### config.mk
export PLATFORM = sky130hd
export DESIGN_NAME = iso_tx_core
export DESIGN_NICKNAME = d
export VERILOG_FILES = /design/src/rtl/iso_tx_core.sv
export SDC_FILE = /design/constraint.sdc
export NUM_CORES = 1
export LEC_CHECK = 0
export ABC_AREA = 1
export CAP_MARGIN = 25
export CORE_MARGIN = 3
export CORE_UTILIZATION = 50
export CTS_CLUSTER_SIZE = 28
export DETAILED_ROUTE_END_ITERATION = 8
export PLACE_DENSITY_LB_ADDON = 0.15
export SETUP_SLACK_MARGIN = 0.15
export SLEW_MARGIN = 30
export SYNTH_ARGS = -nofsm -noshare
export SYNTH_HDL_FRONTEND = slang
export SYNTH_SLANG_ARGS = --single-unit
### constraint.sdc
create_clock -name clk -period 2.16 [get_ports clk]
set_clock_uncertainty 0.05 [all_clocks]
set_input_delay 0.432 -clock clk [delete_from_list [all_inputs] [get_ports clk]]
set_output_delay 0.432 -clock clk [all_outputs]
set_load 0.1 [all_outputs]
### src/rtl/iso_tx_core.sv
// iso_tx_core: ISO7816-style byte serializer with holding register, parity and stop bits.
// Latency: 2 cycles from an accepted loadDataIn to the start bit; back-to-back frames have no idle gap.
// Backpressure: full=1 means the holding register is occupied; a load while full is dropped and flagged.
//
// Ports: clk/reset (sync, active high); dataIn+loadDataIn write the holding register;
//   clocksPerBit = bit period - 1; stopBit2/oddParity/msbFirst are frame options latched at frame start;
//   ackFlags clears the sticky error flags; serialIn is line readback; serialOut is the line;
//   full/run/stopBit/endOfTx report progress; overrunErrorFlag/frameErrorFlag are sticky errors.
// Build option: define ISO_TX_ERROR_SIGNAL_EN to enable receiver error-signal detection
//   (mid-STOP1 readback, GUARD state, up to 3 retransmissions, frameErrorFlag).
module iso_tx_core #(
   parameter int   CLOCK_PER_BIT_WIDTH = 13,
   parameter logic START_BIT           = 1'b0,
   parameter logic STOP_BIT1           = 1'b1,
   parameter logic STOP_BIT2           = 1'b1
) (
   input  logic                           clk,
   input  logic                           reset,
   input  logic [7:0]                     dataIn,
   input  logic                           loadDataIn,
   input  logic [CLOCK_PER_BIT_WIDTH-1:0] clocksPerBit,
   input  logic                           stopBit2,
   input  logic                           oddParity,
   input  logic                           msbFirst,
   input  logic                           ackFlags,
   input  logic                           serialIn,
   output logic                           serialOut,
   output logic                           full,
   output logic                           run,
   output logic                           stopBit,
   output logic                           endOfTx,
   output logic                           overrunErrorFlag,
   output logic                           frameErrorFlag
);

`ifdef ISO_TX_ERROR_SIGNAL_EN
   typedef enum logic [2:0] {IDLE, START, DATA, PARITY, STOP1, STOP2, GUARD} state_t;
`else
   typedef enum logic [2:0] {IDLE, START, DATA, PARITY, STOP1, STOP2} state_t;
`endif

   state_t                         state_q, state_d;
   logic [CLOCK_PER_BIT_WIDTH-1:0] cnt_q, cnt_d;
   logic [2:0]                     idx_q, idx_d;     // data bit index; reused as guard bit count
   logic [7:0]                     hold_q, hold_d;
   logic                           full_q, full_d;
   logic [7:0]                     data_q, data_d;   // byte on the line, kept intact for retransmission
   logic                           stop2_q, stop2_d;
   logic                           odd_q, odd_d;
   logic                           msb_q, msb_d;
   logic                           ovr_q, ovr_d;
   logic                           bit_end;
   logic                           last;             // final cycle of the final stop bit
   logic                           take;             // holding register -> frame byte

`ifdef ISO_TX_ERROR_SIGNAL_EN
   logic [1:0] retry_q, retry_d;
   logic       nack_q, nack_d;
   logic       ferr_q, ferr_d;
   logic       ferr_evt;
`else
   logic       unused_serial_in;
   assign unused_serial_in = serialIn;
`endif

   assign bit_end = (cnt_q == clocksPerBit);

   always_comb begin
      state_d = state_q;
      idx_d   = idx_q;
      hold_d  = hold_q;
      full_d  = full_q;
      data_d  = data_q;
      stop2_d = stop2_q;
      odd_d   = odd_q;
      msb_d   = msb_q;
      last    = 1'b0;
      take    = 1'b0;
`ifdef ISO_TX_ERROR_SIGNAL_EN
      retry_d  = retry_q;
      nack_d   = nack_q;
      ferr_evt = 1'b0;
`endif
      // Bit timer idles at 0 so a frame always begins on a fresh bit period.
      cnt_d = (state_q == IDLE || bit_end) ? '0 : cnt_q + 1'b1;

      if (loadDataIn && !full_q) begin
         hold_d = dataIn;
         full_d = 1'b1;
      end
      // A simultaneous new overrun wins over the acknowledge.
      ovr_d = (ovr_q & ~ackFlags) | (loadDataIn & full_q);

      case (state_q)
         IDLE: begin
            if (full_q) begin
               take    = 1'b1;
               state_d = START;
            end
         end
         START: begin
            if (bit_end) begin
               state_d = DATA;
               idx_d   = 3'd0;
            end
         end
         DATA: begin
            if (bit_end) begin
               if (idx_q == 3'd7) state_d = PARITY;
               else               idx_d   = idx_q + 3'd1;
            end
         end
         PARITY: begin
            if (bit_end) state_d = STOP1;
         end
         STOP1: begin
`ifdef ISO_TX_ERROR_SIGNAL_EN
            // Receiver pulls the line low mid-stop-bit to request a repeat.
            if (cnt_q == (clocksPerBit >> 1) && !serialIn) begin
               if (retry_q == 2'd3) ferr_evt = 1'b1;
               else                 nack_d   = 1'b1;
            end
            if (bit_end) begin
               if (nack_q) begin
                  // Second stop bit is skipped: the guard time replaces it.
                  state_d = GUARD;
                  idx_d   = 3'd0;
                  nack_d  = 1'b0;
                  retry_d = retry_q + 2'd1;
               end else if (stop2_q) begin
                  state_d = STOP2;
               end else begin
                  last = 1'b1;
               end
            end
`else
            if (bit_end) begin
               if (stop2_q) state_d = STOP2;
               else         last    = 1'b1;
            end
`endif
         end
         STOP2: begin
            if (bit_end) last = 1'b1;
         end
`ifdef ISO_TX_ERROR_SIGNAL_EN
         GUARD: begin
            if (bit_end) begin
               if (idx_q == 3'd1) state_d = START;
               else               idx_d   = idx_q + 3'd1;
            end
         end
`endif
         default: state_d = IDLE;
      endcase

      if (last) begin
         if (full_q) begin
            take    = 1'b1;
            state_d = START;
         end else begin
            state_d = IDLE;
         end
      end

      // Frame options are frozen here so mid-frame input changes cannot corrupt the frame.
      if (take) begin
         data_d  = hold_q;
         full_d  = 1'b0;
         stop2_d = stopBit2;
         odd_d   = oddParity;
         msb_d   = msbFirst;
`ifdef ISO_TX_ERROR_SIGNAL_EN
         retry_d = 2'd0;
         nack_d  = 1'b0;
`endif
      end

`ifdef ISO_TX_ERROR_SIGNAL_EN
      ferr_d = (ferr_q & ~ackFlags) | ferr_evt;
`endif
   end

   always_ff @(posedge clk) begin
      if (reset) begin
         state_q <= IDLE;
         cnt_q   <= '0;
         idx_q   <= 3'd0;
         hold_q  <= 8'd0;
         full_q  <= 1'b0;
         data_q  <= 8'd0;
         stop2_q <= 1'b0;
         odd_q   <= 1'b0;
         msb_q   <= 1'b0;
         ovr_q   <= 1'b0;
      end else begin
         state_q <= state_d;
         cnt_q   <= cnt_d;
         idx_q   <= idx_d;
         hold_q  <= hold_d;
         full_q  <= full_d;
         data_q  <= data_d;
         stop2_q <= stop2_d;
         odd_q   <= odd_d;
         msb_q   <= msb_d;
         ovr_q   <= ovr_d;
      end
   end

`ifdef ISO_TX_ERROR_SIGNAL_EN
   always_ff @(posedge clk) begin
      if (reset) begin
         retry_q <= 2'd0;
         nack_q  <= 1'b0;
         ferr_q  <= 1'b0;
      end else begin
         retry_q <= retry_d;
         nack_q  <= nack_d;
         ferr_q  <= ferr_d;
      end
   end
   assign frameErrorFlag = ferr_q;
`else
   assign frameErrorFlag = 1'b0;
`endif

   always_comb begin
      serialOut = 1'b1;
      case (state_q)
         START:   serialOut = START_BIT;
         DATA:    serialOut = msb_q ? data_q[3'd7 - idx_q] : data_q[idx_q];
         PARITY:  serialOut = (^data_q) ^ odd_q;
         STOP1:   serialOut = STOP_BIT1;
         STOP2:   serialOut = STOP_BIT2;
         default: serialOut = 1'b1;
      endcase
   end

   assign full             = full_q;
   assign run              = (state_q != IDLE);
`ifdef ISO_TX_ERROR_SIGNAL_EN
   assign stopBit          = (state_q == STOP1) || (state_q == STOP2) || (state_q == GUARD);
`else
   assign stopBit          = (state_q == STOP1) || (state_q == STOP2);
`endif
   assign endOfTx          = last;
   assign overrunErrorFlag = ovr_q;

endmodule

# [Yosys cells after proc, flatten, opt, wreduce, memory -nomap -nowiden]
# Index checks and enable logic that the tools add are counted.
[word_totals] regBits=40 input_bits=29 output_inout_bits=7
[classes] add_sub_neg=3 order_cmp=2 eq_ne=18 n_mux=28 bitwise=5 reduce_logical=12
[op_table] op="2-to-1 mux 3 bit" count=11
[op_table] op="inequality test 3 bit, second input constant" count=7
[op_table] op="one-hot mux 3 bit (6 select lines)" count=1
[op_table] op="adder 13 x 1 -> 13 bit, second input constant" count=1
[op_table] op="equality test 13 bit" count=1
[op_table] op="2-to-1 mux 1 bit" count=11
[op_table] op="equality test 3 bit, second input constant" count=3
[op_table] op="less-than comparator 3 x 4 -> 1 bit, second input constant" count=2
[op_table] op="inequality test 2 bit, second input constant" count=4
[op_table] op="AND reduction 8 bit" count=1
[op_table] op="XOR reduction 8 bit" count=1
[op_table] op="binary-select mux 1 bit (select 3 bit)" count=2
[op_table] op="equality test 3 x 2 -> 1 bit, second input constant" count=2
[op_table] op="one-hot mux 3 bit (2 select lines)" count=1
[op_table] op="AND reduction 4 bit" count=1
[op_table] op="OR reduction 2 bit" count=2
[op_table] op="adder 3 x 1 -> 3 bit, second input constant" count=1
[op_table] op="equality test 3 x 1 -> 1 bit, second input constant" count=1
[op_table] op="logical NOT 3 bit" count=1
[op_table] op="one-hot mux 1 bit (3 select lines)" count=1
[op_table] op="nonzero test 3 bit" count=1
[op_table] op="subtractor 3 bit, first input constant" count=1
[op_table] op="AND 1 bit" count=2
[op_table] op="logical OR 1 bit" count=2
[op_table] op="7 further kinds" count=7

# [Logic depth before layout (Yosys ltp)]
[logic_depth] depth_word=5 depth_mapped=12 ltp_nobuf=12

# [Least setup slack after synthesis]
# No wires, ideal clock.
[synth_timing] path_type="register to output" from="reg idx_q[0]" to="out serialOut" t_arrival_ns=1.770 required_time_ns=1.678 setup_slack_ns=-0.092 path_stages_with_launch=10 path_buffers=1 cell_sequence="dfxtp_1 > buf_2 > inv_1 > a21oi_1 > o21ai_0 > nand3_1 > nand3_1 > nand2_1 > nand2_1 > nand3_1"
[synth_between] elab_chain_cells=5 word_cells_on_any_way=7 cone_classes="add/sub (1); mux (6)"
[synth_rtl] item="start, declared" line="44" source="logic [2:0] idx_q, idx_d;"
[synth_rtl] item="start signal, assigned" line="199" source="idx_q <= idx_d;"
[synth_rtl] item="subtractor 3 bit" line="231" source="DATA: serialOut = msb_q ? data_q[3'd7 - idx_q] : data_q[idx_q];"
[synth_rtl] item="binary-select mux 1 bit (select 3 bit)" line="231"
[synth_rtl] item="2-to-1 mux 1 bit (not written as such)" line="231"
[synth_rtl] item="2-to-1 mux 1 bit *" line="231"
[synth_rtl] item="one-hot mux 1 bit (3 select lines) *" line="229" source="case (state_q)"
[synth_rtl] item="end, declared" line="27" source="output logic serialOut,"
# Every way passes the cells marked *; elsewhere a longest branch is shown, timed or not. The select of a mux whose other input is x is not followed.

# [Worst setup path after layout]
# Ends and elaborated chain as after synthesis.

==> results.sh <==
export IMPL_num_fill_cells=395
export IMPL_rsz0062_at_grt="true"
export IMPL_power_leakage_uw=0.001421
export IMPL_hold_viol_final=0
export IMPL_most_frequent_cells_in_the_layout="nand2_1 (88), nor2_1 (56), inv_1 (47), a21oi_1 (27), dfxtp_1 (20)"
export IMPL_drv_slew=0
export IMPL_die_h_um=75.06
export IMPL_cts_clk_slew_worst_paths_ns=0.08
export IMPL_syn_nets=401
export IMPL_start_util=0.5330
export IMPL_grt_pass1_vias=1940
export IMPL_syn_area_per_cell_um2=6.463
export IMPL_yosys_area_share_simple=0.3667
export IMPL_clock_path_buffers=2
export IMPL_design_area_um2=3115
export IMPL_power_density_cell_area_nw_per_um2=943.5
export IMPL_finalHoldWorstSlack_ns=0.3976
export IMPL_clk_root_buffer_cell="clkbuf_8"
export IMPL_total_clock_buffers_created_by_cts=5
export IMPL_run_status="finished, final reports clean"
export IMPL_drt_iter0_markers=94
export IMPL_htree_levels=2
export IMPL_setup_viol_count_final=0
export IMPL_final_weighted_congestion_in_routability_driven_placement=0.8622
export IMPL_most_common_cell_after_layout_fill_and_taps_aside="nand2_1"
export IMPL_post_synth_xor_area_fraction=0.04040
export IMPL_vdd_ir_drop_max_v=0.0005577
export IMPL_grt_max_degree=24
export IMPL_gr_usage_all_layers=0.1918
export IMPL_die_x_extent_um=75.06
export IMPL_vias=2286
export IMPL_period_needed_ns=2.097
export IMPL_detail_route_first_pass_iterations=4
export IMPL_place_area_um2=2882
export IMPL_synth_seq_area_share=0.3358
export IMPL_post_route_drc_count=0
export IMPL_total_power_uw=2940
export IMPL_crit_fanout=10
export IMPL_area_growth_synth_to_finish_pct=30.64
export IMPL_netlist_cell_type_count=37
export IMPL_worstSetupPathType="reg2out"
export IMPL_post_drt_via_cell_ratio=4.885
export IMPL_detail_route_antenna_nets=0
export IMPL_timing_critical_path_arrival_ns=1.62
export IMPL_holdBufCountCts=0
export IMPL_setup_worst_path_start_class="flop"
export IMPL_synth_seq_cells=40
export IMPL_top_level_ports=36
export IMPL_setup_total_negative_slack_ns=0
export IMPL_total_nets_final=447
export IMPL_drive_above_1_share=0.2067
export IMPL_post_synthesis_compound_gate_area_fraction=0.1238
export IMPL_avgRoutedWirePerCell_um=10.84
export IMPL_grt_overflow=0
export IMPL_insertedDiodeCount=0
export IMPL_combinational_family_with_the_most_area_after_synthesis="simple AND/OR/NAND/NOR gates"
export IMPL_antenna_found_initial=0
export IMPL_yosysWarnings=0
export IMPL_num_rows=24
export IMPL_worstPathRequired_ns=1.68
export IMPL_routed_wl_um=5075
export IMPL_worst_skew_pair_late_latency_ns=0.30
export IMPL_synthCells=369
export IMPL_cts_sinks=40
export IMPL_clock_tree_from_tritoncts="yes"
export IMPL_cp_end_kind="output pin"
export IMPL_max_freq_ghz=0.4768
export IMPL_fin_crit_sh=0.9709
export IMPL_dieArea_um2=5634
export IMPL_core_um2=4474
export IMPL_hpwlAfterDp_um=3676
export IMPL_synth_area_um2=2385
export IMPL_synthMuxAreaShare=0
export IMPL_placement_io_buffers=33
export IMPL_grt_pass1_wl_um=8397
export IMPL_cap_viol_max_count=0
export IMPL_hold_path_class="reg2reg"
export IMPL_synth_adder_area_share=0.01574
cell usage after synthesis, drive strengths merged:
cell type / number / area share
ha: 3 / 0.016
xor2: 5 / 0.018
nand3b: 1 / 0.0031
o21bai: 1 / 0.0031
nor3: 2 / 0.0063
nand4: 4 / 0.017
xnor2: 6 / 0.022
a21oi: 28 / 0.059
nor3b: 1 / 0.0031
dfxtp: 40 / 0.34
nor2: 62 / 0.11
conb: 1 / 0.0016
nand2: 90 / 0.14
o211ai: 1 / 0.0031
a31oi: 1 / 0.0026
inv: 56 / 0.088
or2: 3 / 0.0079
nand3: 27 / 0.076
o31ai: 1 / 0.0031
clkbuf: 2 / 0.0031
buf: 8 / 0.023
nor4: 2 / 0.0052
clkinv: 1 / 0.0016
o21ai: 23 / 0.053
per-stage QoR:
stage                     instances  worst slack (ns)  utilization
after floorplan                 369            0.1675            -
after global placement          455           -0.1375       0.6440
after detailed placement        455           -0.1481       0.6440
after CTS                       464            0.1018       0.6767
after global routing            468          -0.03713       0.6963
final                           468           0.06281       0.6963
metal layers:
| metal | up-vias | wire, um | global-route usage |
|---|---|---|---|
| li1 | 1250 | - | - |
| met1 | 986 | 2546 | 0.2657 |
| met2 | 42 | 2230 | 0.2814 |
| met3 | 8 | 207 | 0.04940 |
| met4 | 0 | 91 | 0.08103 |
| met5 | - | 0 | 0 |
sequential cells by signal, summed over array words and instances (netlist names):
| register | count |
|---|---|
| stop2_q | 1 |
| odd_q | 1 |
| cnt_q | 13 |
| idx_q | 3 |
| data_q | 8 |
| full | 1 |
| overrunErrorFlag | 1 |
| state_q | 3 |
| hold_q | 8 |
| msb_q | 1 |
worst max-delay path: stages (launching register included):
cell	delay, ns
dfxtp_1	0.33
buf_6	0.14
o21ai_0	0.23
nand3_1	0.12
nand3_1	0.09
nand2_1	0.05
nand2_1	0.07
nand3_2	0.10
buf_12	0.18
worst paths after layout:
kind | start | endpoint | slack, ns | depth (start not counted)
hold / removal | cnt_q[0] | cnt_q[0] | 0.40 | 1
hold reg to reg | cnt_q[0] | cnt_q[0] | 0.40 | 1
setup reg to reg | idx_q[0] | idx_q[0] | 0.40 | 8
setup / recovery | idx_q[0] | serialOut | 0.06 | 8
logic make-up (layout without fill, tap and decap cells):
group | Yosys count | count (layout)
AND/OR/NAND/NOR | 192 | 192
buffers and inverters | 67 | 114
other | 1 | 1
adder cells (fa/ha/maj) | 3 | 3
flip-flops | 40 | 40
AO/OA/AOI/OAI | 55 | 55
XOR/XNOR | 11 | 11
power breakdown:
group | internal [uW] | leakage [uW] | switching (uW) | total (uW)
Clock | 229 | 0.0000404 | 284 | 513
Combinational | 581 | 0.00104 | 820 | 1400
Sequential | 874 | 0.000338 | 152 | 1030
area by class of cell:
class	instances	area (um^2)	area share
clock inverter	3	23.77	0.007631
tap	52	65.06	0.02088
inverter	57	220.2	0.07068
timing repair buffer	49	510.5	0.1639
clock buffer	5	68.82	0.02209
multi-input combinational	262	1384	0.4442
sequential	40	843.3	0.2707
repair_timing:
action                     in CTS  in global routing
buffers inserted                1                  4
pin swaps                      15                 14
setup endpoints to repair       2                  2
gates cloned                    0                  0
gates resized for setup        32                 26
(Power assumes the default switching activity.)
